$ cat config.mk
export PLATFORM = sky130hd
export DESIGN_NAME = ratio_streamer_flat
export DESIGN_NICKNAME = d
export VERILOG_FILES = /design/src/rtl/ratio_streamer_pkg.sv /design/src/rtl/ratio_streamer_if.sv /design/src/rtl/ratio_streamer_byte_tx_reg.sv /design/src/rtl/ratio_streamer.sv /design/src/flat_wrapper.sv
export SDC_FILE = /design/constraint.sdc
export NUM_CORES = 1
export LEC_CHECK = 0
export ABC_CLOCK_PERIOD_IN_PS = 5100
export CAP_MARGIN = 20
export CORE_ASPECT_RATIO = 0.7
export CORE_MARGIN = 3
export CORE_UTILIZATION = 48
export DETAILED_ROUTE_END_ITERATION = 6
export HOLD_SLACK_MARGIN = 0.05
export PLACE_DENSITY_LB_ADDON = 0.12
export SETUP_SLACK_MARGIN = 0.15
export SLEW_MARGIN = 40
export SYNTH_ARGS = -nofsm -noshare
export SYNTH_HDL_FRONTEND = slang
export SYNTH_SLANG_ARGS = --single-unit
$ cat constraint.sdc
create_clock -name clk -period 5.1 [get_ports clk]
set_input_delay 1.02 -clock clk [delete_from_list [all_inputs] [get_ports clk]]
set_output_delay 1.02 -clock clk [all_outputs]
set_load 0.02 [all_outputs]
$ cat src/rtl/ratio_streamer_pkg.sv
// Shared Raman definitions: frame header, ratio vector geometry and streamer state encoding.
package ratio_streamer_pkg;

    localparam int unsigned POINTS = 10;
    localparam int unsigned PT_W   = 12;
    localparam int unsigned VEC_W  = PT_W * POINTS;
    localparam int unsigned IDX_W  = $clog2(POINTS);

    localparam logic [7:0] RAMAN_HEADER = 8'hA5;

    typedef enum logic [2:0] {
        ST_IDLE = 3'd0,
        ST_HDR  = 3'd1,
        ST_FNUM = 3'd2,
        ST_DHI  = 3'd3,
        ST_DLO  = 3'd4,
        ST_CSUM = 3'd5
    } state_t;

    function automatic logic [7:0] hi_byte(input logic [PT_W-1:0] p);
        return {4'b0000, p[11:8]};
    endfunction

endpackage

$ cat src/rtl/ratio_streamer_if.sv
// Ratio capture input plus framed byte stream output of the Raman ratio streamer.
interface ratio_streamer_if;
    import ratio_streamer_pkg::*;

    logic [VEC_W-1:0] ratio;
    logic             ready_ratio;
    logic [7:0]       tx_data;
    logic             tx_valid;
    logic             tx_ready;
    logic             busy;
    logic [7:0]       frame_cnt;
    logic             overrun;

    modport master (
        input  ratio, ready_ratio, tx_ready,
        output tx_data, tx_valid, busy, frame_cnt, overrun
    );

    modport slave (
        output ratio, ready_ratio, tx_ready,
        input  tx_data, tx_valid, busy, frame_cnt, overrun
    );

endinterface

$ cat src/rtl/ratio_streamer_byte_tx_reg.sv
// Output holding register for one byte plus its valid flag (valid/ready source side).
module byte_tx_reg (
    input  logic       clk,
    input  logic       rst,
    input  logic       i_load,
    input  logic [7:0] i_data,
    input  logic       i_ready,
    output logic [7:0] o_data,
    output logic       o_valid
);

    logic w_fire;
    logic w_take;

    assign w_fire = o_valid & i_ready;
    assign w_take = i_load & (~o_valid | i_ready);

    always_ff @(posedge clk or posedge rst) begin
        if (rst) begin
            o_data  <= 8'h00;
            o_valid <= 1'b0;
        end else if (w_take) begin
            o_data  <= i_data;
            o_valid <= 1'b1;
        end else if (w_fire) begin
            o_valid <= 1'b0;
        end
    end

endmodule

$ cat src/rtl/ratio_streamer.sv
// Captures a ratio vector and streams it as HEADER, frame number, hi/lo bytes per point, XOR checksum.
module ratio_streamer
    import ratio_streamer_pkg::*;
(
    input  logic              clk,
    input  logic              rst,
    ratio_streamer_if.master  bus
);

    state_t            r_state;
    logic [PT_W-1:0]   r_shadow [POINTS];
    logic [IDX_W-1:0]  r_idx;
    logic [7:0]        r_csum;
    logic [7:0]        r_frame_cnt;
    logic              r_busy;
    logic              r_overrun;

    logic              w_xfer;
    logic              w_accept;
    logic              w_last;
    logic              w_load;
    logic [7:0]        w_din;
    logic [7:0]        w_tx_data;
    logic              w_tx_valid;
    logic [IDX_W-1:0]  w_idx_nxt;

    assign w_xfer    = w_tx_valid & bus.tx_ready;
    assign w_last    = (r_idx == IDX_W'(POINTS - 1));
    assign w_idx_nxt = r_idx + IDX_W'(1);
    // A new vector is taken when idle or exactly as the checksum byte leaves.
    assign w_accept  = bus.ready_ratio &
                       ((r_state == ST_IDLE) | ((r_state == ST_CSUM) & w_xfer));

    // Byte to present next; loaded into the holding register on the advancing edge.
    always_comb begin
        w_load = 1'b0;
        w_din  = 8'h00;
        case (r_state)
            ST_IDLE: begin
                w_load = w_accept;
                w_din  = RAMAN_HEADER;
            end
            ST_HDR: begin
                w_load = w_xfer;
                w_din  = r_frame_cnt;
            end
            ST_FNUM: begin
                w_load = w_xfer;
                w_din  = hi_byte(r_shadow[r_idx]);
            end
            ST_DHI: begin
                w_load = w_xfer;
                w_din  = r_shadow[r_idx][7:0];
            end
            ST_DLO: begin
                w_load = w_xfer;
                w_din  = w_last ? (r_csum ^ w_tx_data) : hi_byte(r_shadow[w_idx_nxt]);
            end
            ST_CSUM: begin
                w_load = w_accept;
                w_din  = RAMAN_HEADER;
            end
            default: ;
        endcase
    end

    byte_tx_reg u_tx (
        .clk     (clk),
        .rst     (rst),
        .i_load  (w_load),
        .i_data  (w_din),
        .i_ready (bus.tx_ready),
        .o_data  (w_tx_data),
        .o_valid (w_tx_valid)
    );

    always_ff @(posedge clk or posedge rst) begin
        if (rst) begin
            r_state     <= ST_IDLE;
            r_idx       <= '0;
            r_csum      <= 8'h00;
            r_frame_cnt <= 8'h00;
            r_busy      <= 1'b0;
            r_overrun   <= 1'b0;
            for (int i = 0; i < POINTS; i++) r_shadow[i] <= '0;
        end else begin
            if (bus.ready_ratio & ~w_accept) r_overrun <= 1'b1;
            if ((r_state == ST_CSUM) & w_xfer) r_frame_cnt <= r_frame_cnt + 8'd1;

            if (w_accept) begin
                for (int i = 0; i < POINTS; i++) r_shadow[i] <= bus.ratio[PT_W*i +: PT_W];
                r_idx   <= '0;
                r_csum  <= 8'h00;
                r_state <= ST_HDR;
                r_busy  <= 1'b1;
            end else if (w_xfer) begin
                case (r_state)
                    ST_HDR:  r_state <= ST_FNUM;
                    ST_FNUM: begin
                        r_csum  <= r_csum ^ w_tx_data;
                        r_state <= ST_DHI;
                    end
                    ST_DHI: begin
                        r_csum  <= r_csum ^ w_tx_data;
                        r_state <= ST_DLO;
                    end
                    ST_DLO: begin
                        r_csum <= r_csum ^ w_tx_data;
                        if (w_last) begin
                            r_state <= ST_CSUM;
                        end else begin
                            r_idx   <= w_idx_nxt;
                            r_state <= ST_DHI;
                        end
                    end
                    ST_CSUM: begin
                        r_state <= ST_IDLE;
                        r_busy  <= 1'b0;
                    end
                    default: r_state <= ST_IDLE;
                endcase
            end
        end
    end

    assign bus.tx_data   = w_tx_data;
    assign bus.tx_valid  = w_tx_valid;
    assign bus.busy      = r_busy;
    assign bus.frame_cnt = r_frame_cnt;
    assign bus.overrun   = r_overrun;

endmodule

$ cat src/flat_wrapper.sv
// flat-port wrapper written by rule: the top's interface ports become plain ports
module ratio_streamer_flat import ratio_streamer_pkg::*;
  (clk, rst, bus_ratio, bus_ready_ratio, bus_tx_ready, bus_tx_data, bus_tx_valid, bus_busy, bus_frame_cnt, bus_overrun);
  ratio_streamer_if bus_i ();
  input  logic clk;
  input  logic rst;
  input wire logic [$bits(bus_i.ratio)-1:0] bus_ratio;
  input wire logic [$bits(bus_i.ready_ratio)-1:0] bus_ready_ratio;
  input wire logic [$bits(bus_i.tx_ready)-1:0] bus_tx_ready;
  output wire logic [$bits(bus_i.tx_data)-1:0] bus_tx_data;
  output wire logic [$bits(bus_i.tx_valid)-1:0] bus_tx_valid;
  output wire logic [$bits(bus_i.busy)-1:0] bus_busy;
  output wire logic [$bits(bus_i.frame_cnt)-1:0] bus_frame_cnt;
  output wire logic [$bits(bus_i.overrun)-1:0] bus_overrun;
  assign bus_i.ratio = bus_ratio;
  assign bus_i.ready_ratio = bus_ready_ratio;
  assign bus_i.tx_ready = bus_tx_ready;
  assign bus_tx_data = bus_i.tx_data;
  assign bus_tx_valid = bus_i.tx_valid;
  assign bus_busy = bus_i.busy;
  assign bus_frame_cnt = bus_i.frame_cnt;
  assign bus_overrun = bus_i.overrun;
  ratio_streamer u_core (.clk(clk), .rst(rst), .bus(bus_i));
endmodule
After elaboration in Yosys (flattened, before gate mapping)
Index checks and enable logic that the tools add are counted.
Word-level totals
  bits in registers: 154
  output and inout bits: 19
  word-level logic and storage cells: 78
Operators by class
  add/subtract/negate cells: 2
  magnitude comparators: 2
  equal/unequal tests: 7
  mux-type cells: 25
  bitwise logic cells: 12
  reductions and logical operators: 12
Operators by type and width (number)
  binary-select mux 12 bit (select 4 bit): 2
  two-way mux 12 bit: 4
  case mux 8 bit (5 select lines): 1
  two-way mux 8 bit: 4
  two-way mux 4 bit: 4
  case mux 3 bit (4 select lines): 1
  greater-or-equal comparator 5 bit, second input constant: 2
  inverter 4 -> 5 bit: 2
  nonzero test 2 bit: 5
  two-way mux 3 bit: 3
  adder 8 x 1 -> 8 bit, second input constant: 1
  XOR 8 bit: 1
  == test 3 x 2 -> 1 bit, second input constant: 2
  == test 3 bit, second input constant: 2
  AND 1 bit: 5
  two-way mux 1 bit: 5
  adder 4 x 1 -> 4 bit, second input constant: 1
  == test 4 bit, second input constant: 1
  AND reduction 2 bit: 2
  OR reduction 4 bit: 1
  == test 3 x 1 -> 1 bit, second input constant: 1
  zero test 3 bit: 1
  AND reduction 3 bit: 1
  OR reduction 3 bit: 1
  5 further kinds: 7

Logic depth before layout (Yosys ltp)
Gate-level depths: netlist (run 1).
  depth after elaboration: 7
  mapped depth: 10

Cells and area by module
Synthesis (run 1) repeated with hierarchy kept, for this count alone.
Second synthesis, totals
  cell total of the unflattened synthesis: 567
  area, all modules: 7694.9 sq um
Modules (own cells, without submodules)
  ratio_streamer: times used 1, cells each 546, area each 7313.3 sq um
  byte_tx_reg: times used 1, cells each 21, area each 381.6 sq um

Worst setup path after synthesis (run 1)
Ideal clock, no wire load.
  path kind: reg2reg
  from: reg u_core.r_idx[1]
  to: reg u_core.u_tx.o_data[2]
  library setup time: 0.126 ns
  arrival: 2.280 ns
  setup slack: 2.694 ns
  stages on the path, launching flop included: 10
  path buffers: 3
  clock period less this slack: 2.406 ns
  path through: dfrtp_1 -> buf_2 -> buf_1 -> inv_1 -> ha_1 -> buf_1 -> mux4_2 -> mux2i_1 -> o21ai_1 -> o32a_1
Between the ends
  cells in the longest elaborated chain, start to end: 7
  elaborated cells between the ends (all ways): 12
  those cells by class: 1 x add/sub; 1 x eq/ne; 8 x mux; 2 x bitwise
Ends and longest elaborated chain
  from (decl): line ratio_streamer.sv:12  | logic [IDX_W-1:0] r_idx;
  from (signal assigned): line ratio_streamer.sv:112  | r_idx <= w_idx_nxt;
  adder 4 x 1 -> 4 bit: line ratio_streamer.sv:29  | assign w_idx_nxt = r_idx + IDX_W'(1);
  inverter 4 -> 5 bit (implied by the code): line ratio_streamer.sv:57  | w_din = w_last ? (r_csum ^ w_tx_data) : hi_byte(r_shadow[w_idx_nxt]);
  binary-select mux 12 bit (select 4 bit): line ratio_streamer.sv:57
  two-way mux 12 bit (implied by the code) (2 in series): line ratio_streamer.sv:57
  two-way mux 8 bit: line ratio_streamer.sv:57
  case mux 8 bit (5 select lines) (*): line ratio_streamer.sv:38  | case (r_state)
  to (signal assigned): line ratio_streamer_byte_tx_reg.sv:23  | o_data <= i_data;
  to (decl): line ratio_streamer_byte_tx_reg.sv:8  | output logic [7:0] o_data,
Mark *: on every way between the ends. The rest lies on a longest branch, timed or not. The select of a mux whose other input is x is not followed.
A chain may end at the register's enable or synchronous reset.

Worst setup path after layout (run 1)
  from: in bus_tx_ready
  to: reg u_core.r_shadow[11] (netlist bit)
Between the ends
  cells in the longest elaborated chain, start to end: 4
Ends and longest elaborated chain
  from (decl): line flat_wrapper.sv:9  | input wire logic [$bits(bus_i.tx_ready)-1:0] bus_tx_ready;
  AND 1 bit: line ratio_streamer.sv:27  | assign w_xfer = w_tx_valid & bus.tx_ready;
  AND 1 bit: line ratio_streamer.sv:32  | ((r_state == ST_IDLE) | ((r_state == ST_CSUM) & w_xfer));
  OR 1 bit: line ratio_streamer.sv:32
  AND 1 bit: line ratio_streamer.sv:31  | assign w_accept = bus.ready_ratio &
  to (decl): line ratio_streamer.sv:11  | logic [PT_W-1:0] r_shadow [POINTS];
Every way passes these cells.

==> run_results.csv, run 1 <==
group,metric,value,unit
clock_network,cts-root-buf,"clkbuf_16",
global_route,grtUsageMet3,5.23,%
clock_network,cts_buffers,17,
synthesis,synth_commonest_cells,"dfrtp_1, mux2_2, mux2i_1",
clock_network,clk_path_buf_depth,2,
hold_path,hp-class,"flop to flop",
setup_path,cp_slowest_cell,"clkdlybuf4s50_1",
die,ios,143,
power,ir_worst_vdd,263,uV
place,dp.cells,932,
clock_network,cts_hold_buf,0,
sta,setup_viol,0,
synthesis,ys_ff_latch,154,
final_layout,diodes,0,
synthesis,synth-main-ff-cell,"dfrtp_1",
clock_network,htree_levels,4,
global_route,grt_pass1_vias,5790,
setup_path,crit_path_end_kind,"flop",
detailed_routing,wire_per_inst,20.5,um
place,io_buffers,142,
synthesis,async_flop_share,100,%
detailed_routing,wirelength,19.7,mm
global_route,track_usage,22.9,%
place,dp_hpwl,14.1,mm
final_layout,num-fill-cells,1229,
clock_network,postCtsSetupBuffers,0,
clock_network,cts.sinks,154,
die,die-area,18100,um2
power,leakage,3.96,nW
global_route,grt_start_max_net_pins,155,
setup_path,critical_path_required,5.41,ns
die,die_y,113,um
detailed_routing,vias,5534,
run,drv_cap,0,
clock_network,clk_latency,0.42,ns
sta,layout_worst_path_cycle_share,58.8,%
setup_path,path_cells,"clkdlybuf4s50_1 > and3_1 > a21oi_1 > nor2_4 > buf_16 > buf_4 > mux2_2",
final_layout,register_area,3860,um2
synthesis,synth_area_leaders,"dfrtp_1, mux2_2, mux4_2",
die,dieWidth,159,um
detailed_routing,via_per_inst,5.74,
setup_path,worstPathMaxFanout,19,
global_route,use_met2,32.7,%
sta,period_needed,3.00,ns
outcome,status,"completed",
final_layout,multi_input_area,3790,um2
setup_path,crit_arrival,3.31,ns
synthesis,yosys_warnings,0,
final_layout,layout.nets,859,
global_route,grt_pass1_wl,31.9,mm
place,place_congestion,0.873,
sta,rsz0062_at_grt,"no",
setup_path,slowest_delay,0.52,ns
sta,clock.fmax,333,MHz
sta,slew_headroom,50.4,%
synthesis,synthCells,603,
synthesis,synth_top_area_share,48.8,%
clock_network,cts_tree,"yes",
synthesis,syn-cell-area,7900,um2
sta,skew,0.00669,ns
detailed_routing,dr.pass1.iters,5,
die,core_region_area,15800,um2
synthesis,ys_seq_area_share,48.8,%
detailed_routing,drt_iter0_drc,436,
final_layout,area_growth,28.3,%
die,placementRows,38,
sta,report.final.slew_viol_count,0,
sta,final.setup.tns,0,ns
sta,tightest_slew,0.745,ns
synthesis,synth_edf_count,0,
clock_network,cts_resized,0,
global_route,grt_overflow_total,0,
synthesis,syn-num-nets,730,
power,power.density,578,nW/um2
synthesis,yosys.area.top_type,"dfrtp_1",
synthesis,syn_avg_cell_area,13.1,um2
detailed_routing,drtAntennaViolNets,0,
setup_path,crit_type,"primary input to flop",
synthesis,yosysMostFrequentCell,"dfrtp_1",
sta,hold_viol_final,0,
final_layout,drive_gt1_share,27.0,%
final_layout,final_cells,964,
die,initial_core_util,50.1,%
global_route,antenna_found_initial,0,
clock_network,clk_pin_slew,0.06,ns
setup_path,worst_setup_path_start_kind,"primary input",
global_route,gr-usage-met1,34.5,%
synthesis,synth_cell_types,61,
detailed_routing,route.detailed.drc,0,
global_route,busiest_layer,"met1",
==> state kept, by name, summed over array words and instances, names as in the netlist <==
name / count
u_core.r_state: 3
u_core.u_tx.o_valid: 1
u_core.bus.overrun: 1
u_core.bus.frame_cnt: 8
u_core.bus.busy: 1
u_core.r_idx: 4
u_core.u_tx.o_data: 8
u_core.r_csum: 8
u_core.r_shadow: 120
==> cell families (layout without fill, tap and decap cells) <==
group	Yosys count	in the layout	share of synthesized area [%]
AO/OA/AOI/OAI	83	83	7.87
XOR/XNOR	16	16	2.11
adder cells (fa/ha/maj)	3	3	0.475
buffers and inverters	49	190	3.40
flip-flops	154	154	48.8
multiplexers	184	184	29.5
AND/OR/NAND/NOR	114	114	7.93
==> stage by stage <==
stage               worst slack, ns  utilization, %  hold WS, ns  instance area [um2]  power (mW)
finish                         2.10            64.2        0.470                10100        5.86
floorplan                      2.14               -        0.453                 7910        3.79
global placement               1.55            59.8        0.452                 9450        4.39
CTS                            2.11            64.0        0.477                10100        5.89
detailed placement             1.66            60.0        0.461                 9480        4.50
global route                   2.00            64.2        0.508                10100        6.20
==> cells in the final DEF, fill, tap and decap left out, types with 10 or more instances in the layout <==
cell type and instances:
mux2i_1 29, nor2_1 23, nand2_1 23, o2bb2ai_1 16, o21ai_0 10, clkbuf_16 17
mux2_2 120, nand2b_1 15, dfrtp_1 150, a21oi_1 10, mux4_2 26, nand3_1 10
clkdlybuf4s50_1 142
==> path summary, 6_finish.rpt <==
kind,from,endpoint,slack (ns),cells after the start
worst min-delay path,u_core.bus.overrun,u_core.bus.overrun,0.47,1
min in group asynchronous,rst,u_core.r_shadow[103],1.03,3
worst min register to register,u_core.bus.overrun,u_core.bus.overrun,0.47,1
worst max-delay path,bus_tx_ready,u_core.r_shadow[11],2.10,7
worst max register to register,u_core.r_state[2],u_core.r_shadow[11],2.42,6
max in group asynchronous,rst,u_core.r_idx[1],3.28,4
==> critical path, delay by kind of cell <==
kind                   cells  cell delay (ns)
and+or+nand+nor            2             0.73
muxes                      1             0.37
buffers and inverters      3             1.02
AOI/OAI and AO/OA          1             0.16
==> power by group <==
| group | total, mW | switching [mW] | internal [mW] |
|---|---|---|---|
| clock network | 1.36 | 0.524 | 0.835 |
| registers | 2.36 | 0.551 | 1.81 |
| logic | 2.15 | 0.908 | 1.24 |
==> area by class of cell <==
type,count,area share (%)
Timing Repair Buffer,150,15.2
Inverter,9,0.370
Sequential cell,154,38.1
Multi-Input combinational cell,400,37.3
Clock inverter,13,1.90
Tap cell,220,2.71
Clock buffer,18,4.33
==> layer usage <==
layer  wire length, um  up-vias
met4               332        0
met1              9720     2795
li1                  -     2511
met2              8430      200
met3              1250       28
met5                 0        -
No activity file was read; power rests on OpenSTA's default activity.
==> run 2, diff against run 1 <==
ABC_CLOCK_PERIOD_IN_PS = 2700   (was 5100)
clock period = 2.7 ns   (was 5.1 ns; I/O delays follow)
==> run_results.csv, run 2 (synthesis results as in run 1) <==
group,metric,value,unit
place,pre_cts_slack,0.154,ns
place,dpl_cell_area,9660,um2
final_layout,layout_common_cells,"dfrtp_1, clkdlybuf4s50_1, mux2_2, mux2i_1, mux4_2",
setup_path,worstPathMaxFanout,17,
setup_path,critical_path_required,3.05,ns
setup_path,worst-path-buf-inv,0,
global_route,antenna_found_initial,0,
detailed_routing,drt_iter0_drc,435,
die,die-area,18100,um2
setup_path,r2r_end,"u_core.u_tx.o_data[3]",
die,initial_core_util,50.1,%
setup_path,slowest_delay,0.75,ns
sta,report.final.slew_viol_count,0,
clock_network,clk_path_buf_depth,2,
setup_path,reg2reg_depth,5,
sta,holdWs,0.472,ns
setup_path,regToRegSetupSlack,0.44,ns
die,placementRows,38,
clock_network,cts.sinks,154,
sta,skew,0.00895,ns
final_layout,diodes,0,
detailed_routing,drtAntennaViolNets,0,
sta,period_needed,2.26,ns
clock_network,clk_pin_slew,0.06,ns
final_layout,final_cells,982,
place,place_congestion,0.883,
sta,layout_worst_path_cycle_share,83.8,%
sta,setup_viol,0,
global_route,grt_start_max_net_pins,64,
sta,clock.fmax,442,MHz
power,ir_worst_vdd,460,uV
global_route,grt_pass1_vias,5726,
hold_path,hp-class,"flop to flop",
detailed_routing,route.detailed.drc,0,
clock_network,htree_levels,4,
sta,tightest_slew,0.684,ns
final_layout,drive_gt1_share,28.5,%
setup_path,crit_arrival,2.61,ns
final_layout,largest_register_ffs,120,
final_layout,area_growth,29.7,%
sta,final.setup.tns,0,ns
detailed_routing,wirelength,19.7,mm
final_layout,fin_area,10300,um2
sta,slew_headroom,54.4,%
detailed_routing,vias,5610,
place,io_buffers,142,
clock_network,cts_buffers,17,
die,core_region_area,15800,um2
detailed_routing,dr.pass1.iters,4,
global_route,grt_overflow_total,0,
clock_network,clk_latency,0.43,ns
sta,hold_viol_final,0,
final_layout,layout_commonest_cell,"dfrtp_1",
power,power.density,1060,nW/um2
setup_path,crit_type,"flop to flop",
detailed_routing,via_per_inst,5.71,
setup_path,critical-path-top-delay-family,"compound AO/OA/AOI/OAI gates",
final_layout,layout.nets,876,
clock_network,cts-root-buf,"clkbuf_16",
global_route,track_usage,23.1,%
clock_network,cts_tree,"yes",
run,drv_cap,0,
sta,setup_ws,0.437,ns
setup_path,crit_cells,5,
clock_network,cts_hold_buf,0,
clock_network,postCtsSetupBuffers,0,
setup_path,critPathLaunch,"u_core.r_idx[2]",
detailed_routing,wire_per_inst,20.0,um
die,ios,143,
setup_path,cp_slowest_cell,"dfrtp_1",
setup_path,crit_end,"u_core.u_tx.o_data[3]",
setup_path,crit_path_end_kind,"flop",
die,die_y,113,um
clock_network,cts_resized,0,
setup_path,path_cells,"xor2_4 > mux2i_1 > a2111oi_2 > o2111ai_1 > o211ai_1",
sta,rsz0062_at_grt,"no",
power,leakage,4.04,nW
place,dp.cells,949,
place,dp_hpwl,14.7,mm
die,dieWidth,159,um
final_layout,max_flop_register,"u_core.r_shadow",
setup_path,worst_setup_path_start_kind,"flop",
outcome,status,"completed",
global_route,grt_pass1_wl,32.4,mm
setup_path,worstReg2RegStart,"u_core.r_idx[2]",
run 2: worst min path at each step:
stage | start | end | slack, ns | cells after the start
after floorplan | u_core.r_shadow[113] | u_core.r_shadow[113] | 0.45 | 1
after global placement | u_core.bus.overrun | u_core.bus.overrun | 0.45 | 1
after detailed placement | u_core.bus.overrun | u_core.bus.overrun | 0.46 | 1
after CTS | u_core.bus.overrun | u_core.bus.overrun | 0.48 | 1
after global routing | rst | u_core.r_shadow[113] | 0.51 | 2
final | u_core.bus.overrun | u_core.bus.overrun | 0.47 | 1
run 2: report_power, final:
part	switching (mW)	total, mW	internal, mW	leakage, nW
Clock	0.980	2.33	1.35	0.275
Sequential	0.820	4.23	3.41	1.86
Combinational	1.93	4.35	2.42	1.90
Total	3.73	10.9	7.18	4.04
run 2: per-layer routing:
| metal | up-vias | track usage [%] | part of all wire (%) |
|---|---|---|---|
| li1 | 2557 | - | - |
| met1 | 2834 | 35.4 | 48 |
| met2 | 204 | 32.7 | 43 |
| met3 | 15 | 6.37 | 7.4 |
| met4 | 0 | 5.54 | 0.92 |
| met5 | - | 0 | 0 |
run 2: stage by stage:
step / utilization [%] / total power [mW]
after floorplan: - / 7.16
after global placement: 61.2 / 8.41
after detailed placement: 61.2 / 8.60
after CTS: 64.9 / 11.0
after global routing: 64.9 / 11.6
final: 64.9 / 10.9
run 2: worst reg2reg max path, delay by kind of cell (launching register included):
kind | cells | cell delay (ns)
muxes | 1 | 0.23
AOI/OAI and AO/OA | 3 | 0.76
DFF | 1 | 0.75
xor gates and xnor gates | 1 | 0.44
run 2: layout make-up:
class | count | area [um2]
fillers | 1213 | 5530
flip-flops and latches | 154 | 3860
multi-input cells | 400 | 3790
repair buffers | 167 | 1720
clock buffers | 20 | 467
well taps | 220 | 275
clock inverters | 12 | 114
inverters | 9 | 37.5
==> run 3, diff against run 2 <==
ABC_CLOCK_PERIOD_IN_PS = 2200   (was 2700)
CORE_UTILIZATION = 53   (was 48)
clock period = 2.2 ns   (was 2.7 ns; I/O delays follow)
==> run_results.csv, run 3 (synthesis results as in run 1) <==
group,metric,value,unit
sta,slew_headroom,69.4,%
final_layout,fin_area,10900,um2
die,placementRows,36,
clock_network,clk_pin_slew,0.06,ns
detailed_routing,wirelength,21.1,mm
clock_network,clk_latency,0.42,ns
sta,skew,0.00777,ns
die,core_region_area,14200,um2
clock_network,cts_tree,"yes",
detailed_routing,vias,5804,
die,die-area,16400,um2
power,clockPowerShare,20.9,%
setup_path,crit_type,"flop to flop",
power,power.density,1330,nW/um2
detailed_routing,route.detailed.drc,0,
final_layout,layout_commonest_cell,"dfrtp_1",
hold_path,hp-class,"primary input to async pin",
setup_path,worst_setup_path_start_kind,"flop",
detailed_routing,drtAntennaViolNets,0,
clock_network,cts_buffers,17,
die,dieWidth,152,um
sta,layout_worst_path_cycle_share,93.3,%
setup_path,worstReg2RegStart,"u_core.r_idx[0]",
final_layout,num-fill-cells,882,
place,dpl_cell_area,9970,um2
clock_network,cts.sinks,154,
place,io_buffers,142,
sta,holdWs,0.345,ns
clock_network,htree_levels,4,
sta,report.final.slew_viol_count,0,
global_route,grt_start_max_net_pins,60,
setup_path,crit_arrival,2.36,ns
final_layout,largest_register_ffs,120,
clock_network,cts_hold_buf,0,
run,drv_cap,0,
place,dp_hpwl,15.4,mm
final_layout,max_flop_register,"u_core.r_shadow",
clock_network,clk_path_buf_depth,2,
setup_path,critPathLaunch,"u_core.r_idx[0]",
power,ir_worst_vdd,664,uV
global_route,track_usage,26.0,%
sta,hold_viol_final,0,
sta,setup_viol,0,
setup_path,crit_path_end_kind,"flop",
power,p_comb_share,42.3,%
power,pwr-share-seq,36.7,%
global_route,antenna_found_initial,0,
die,ios,143,
power,switchingPower,4.92,mW
global_route,grt_overflow_total,0,
final_layout,layout.nets,919,
sta,clock.fmax,487,MHz
power,leakage,4.39,nW
outcome,status,"completed",
power,switching_share,34.2,%
final_layout,area_growth,37.6,%
detailed_routing,dr.pass1.iters,5,
sta,rsz0062_at_grt,"yes",
detailed_routing,via_per_inst,5.83,
setup_path,worstPathMaxFanout,8,
die,initial_core_util,55.5,%
final_layout,diodes,0,
place,place_congestion,0.919,
global_route,grt_pass1_vias,5960,
power,internal-power,9.49,mW
detailed_routing,wire_per_inst,21.2,um
sta,period_needed,2.05,ns
final_layout,drive_gt1_share,34.7,%
die,die_y,108,um
setup_path,critical_path_required,2.51,ns
detailed_routing,drt_iter0_drc,445,
clock_network,cts-root-buf,"clkbuf_16",
sta,tightest_slew,0.447,ns
final_layout,layout_common_cells,"dfrtp_1, clkdlybuf4s50_1, mux2_2, buf_4, mux4_2",
global_route,grt_pass1_wl,33.1,mm
## run 3: power groups by stage
| stage | combinational [mW] | sequential [mW] | clock, mW |
|---|---|---|---|
| 3_5_place_dp | 5.69 | 5.27 | 0 |
| 3_3_place_gp | 5.54 | 5.14 | 0 |
| 2_1_floorplan | 3.83 | 4.96 | 0 |
| 6_report | 6.10 | 5.30 | 3.01 |
| 5_1_grt | 6.55 | 5.47 | 3.18 |
| 4_1_cts | 5.80 | 5.24 | 3.04 |
## run 3: area by class of cell
class / count / area [um2] / share of cell area (%)
clock inverters: 11 / 133 / 1.22
clock buffers: 21 / 480 / 4.42
inverters: 9 / 37.5 / 0.345
flip-flops and latches: 154 / 3860 / 35.5
repair buffers: 210 / 2200 / 20.2
well taps: 190 / 238 / 2.19
multi-input cells: 400 / 3930 / 36.1
## run 3: layer usage
layer / global-route usage (%) / vias up / routed length (um)
li1: - / 2630 / -
met1: 39.2 / 2881 / 9800
met2: 38.3 / 272 / 9310
met3: 7.20 / 21 / 1800
met4: 4.81 / 0 / 186
met5: 0 / - / 0
## run 3: final timing paths
kind	cells after the start	slack, ns	to
max	5	0.15	u_core.u_tx.o_data[6]
min	2	0.35	u_core.r_shadow[103]
max reg2reg	5	0.15	u_core.u_tx.o_data[6]
min reg2reg	1	0.47	u_core.bus.overrun
max in group asynchronous	3	1.25	u_core.r_idx[1]
min in group clk	1	0.47	u_core.bus.overrun
## run 3: critical path, cell delays in order (launching register included)
cell and delay, ns:
dfrtp_4 0.56, buf_12 0.16, mux4_2 0.57, mux2i_4 0.20, o221ai_1 0.17, a22o_1 0.26
## run 3: metrics by stage
| stage | cells | TNS (ns) | setup WS [ns] | utilization [%] | total power [mW] |
|---|---|---|---|---|---|
| floorplan | 603 | -28.48 | -0.185 | - | 8.80 |
| global placement | 954 | 0 | 0.0108 | 70.0 | 10.7 |
| detailed placement | 954 | -0.0612 | -0.0135 | 70.0 | 11.0 |
| CTS | 986 | 0 | 0.141 | 74.6 | 14.1 |
| global route | 995 | 0 | 0.0713 | 76.4 | 15.2 |
| finish | 995 | 0 | 0.146 | 76.4 | 14.4 |
## run 3: repair_timing
item | CTS | global route
gates resized for setup | 8 | 30
setup buffers | 0 | 7
endpoints found under the setup margin | 6 | 7
pin swaps | 0 | 2
cloned | 0 | 2
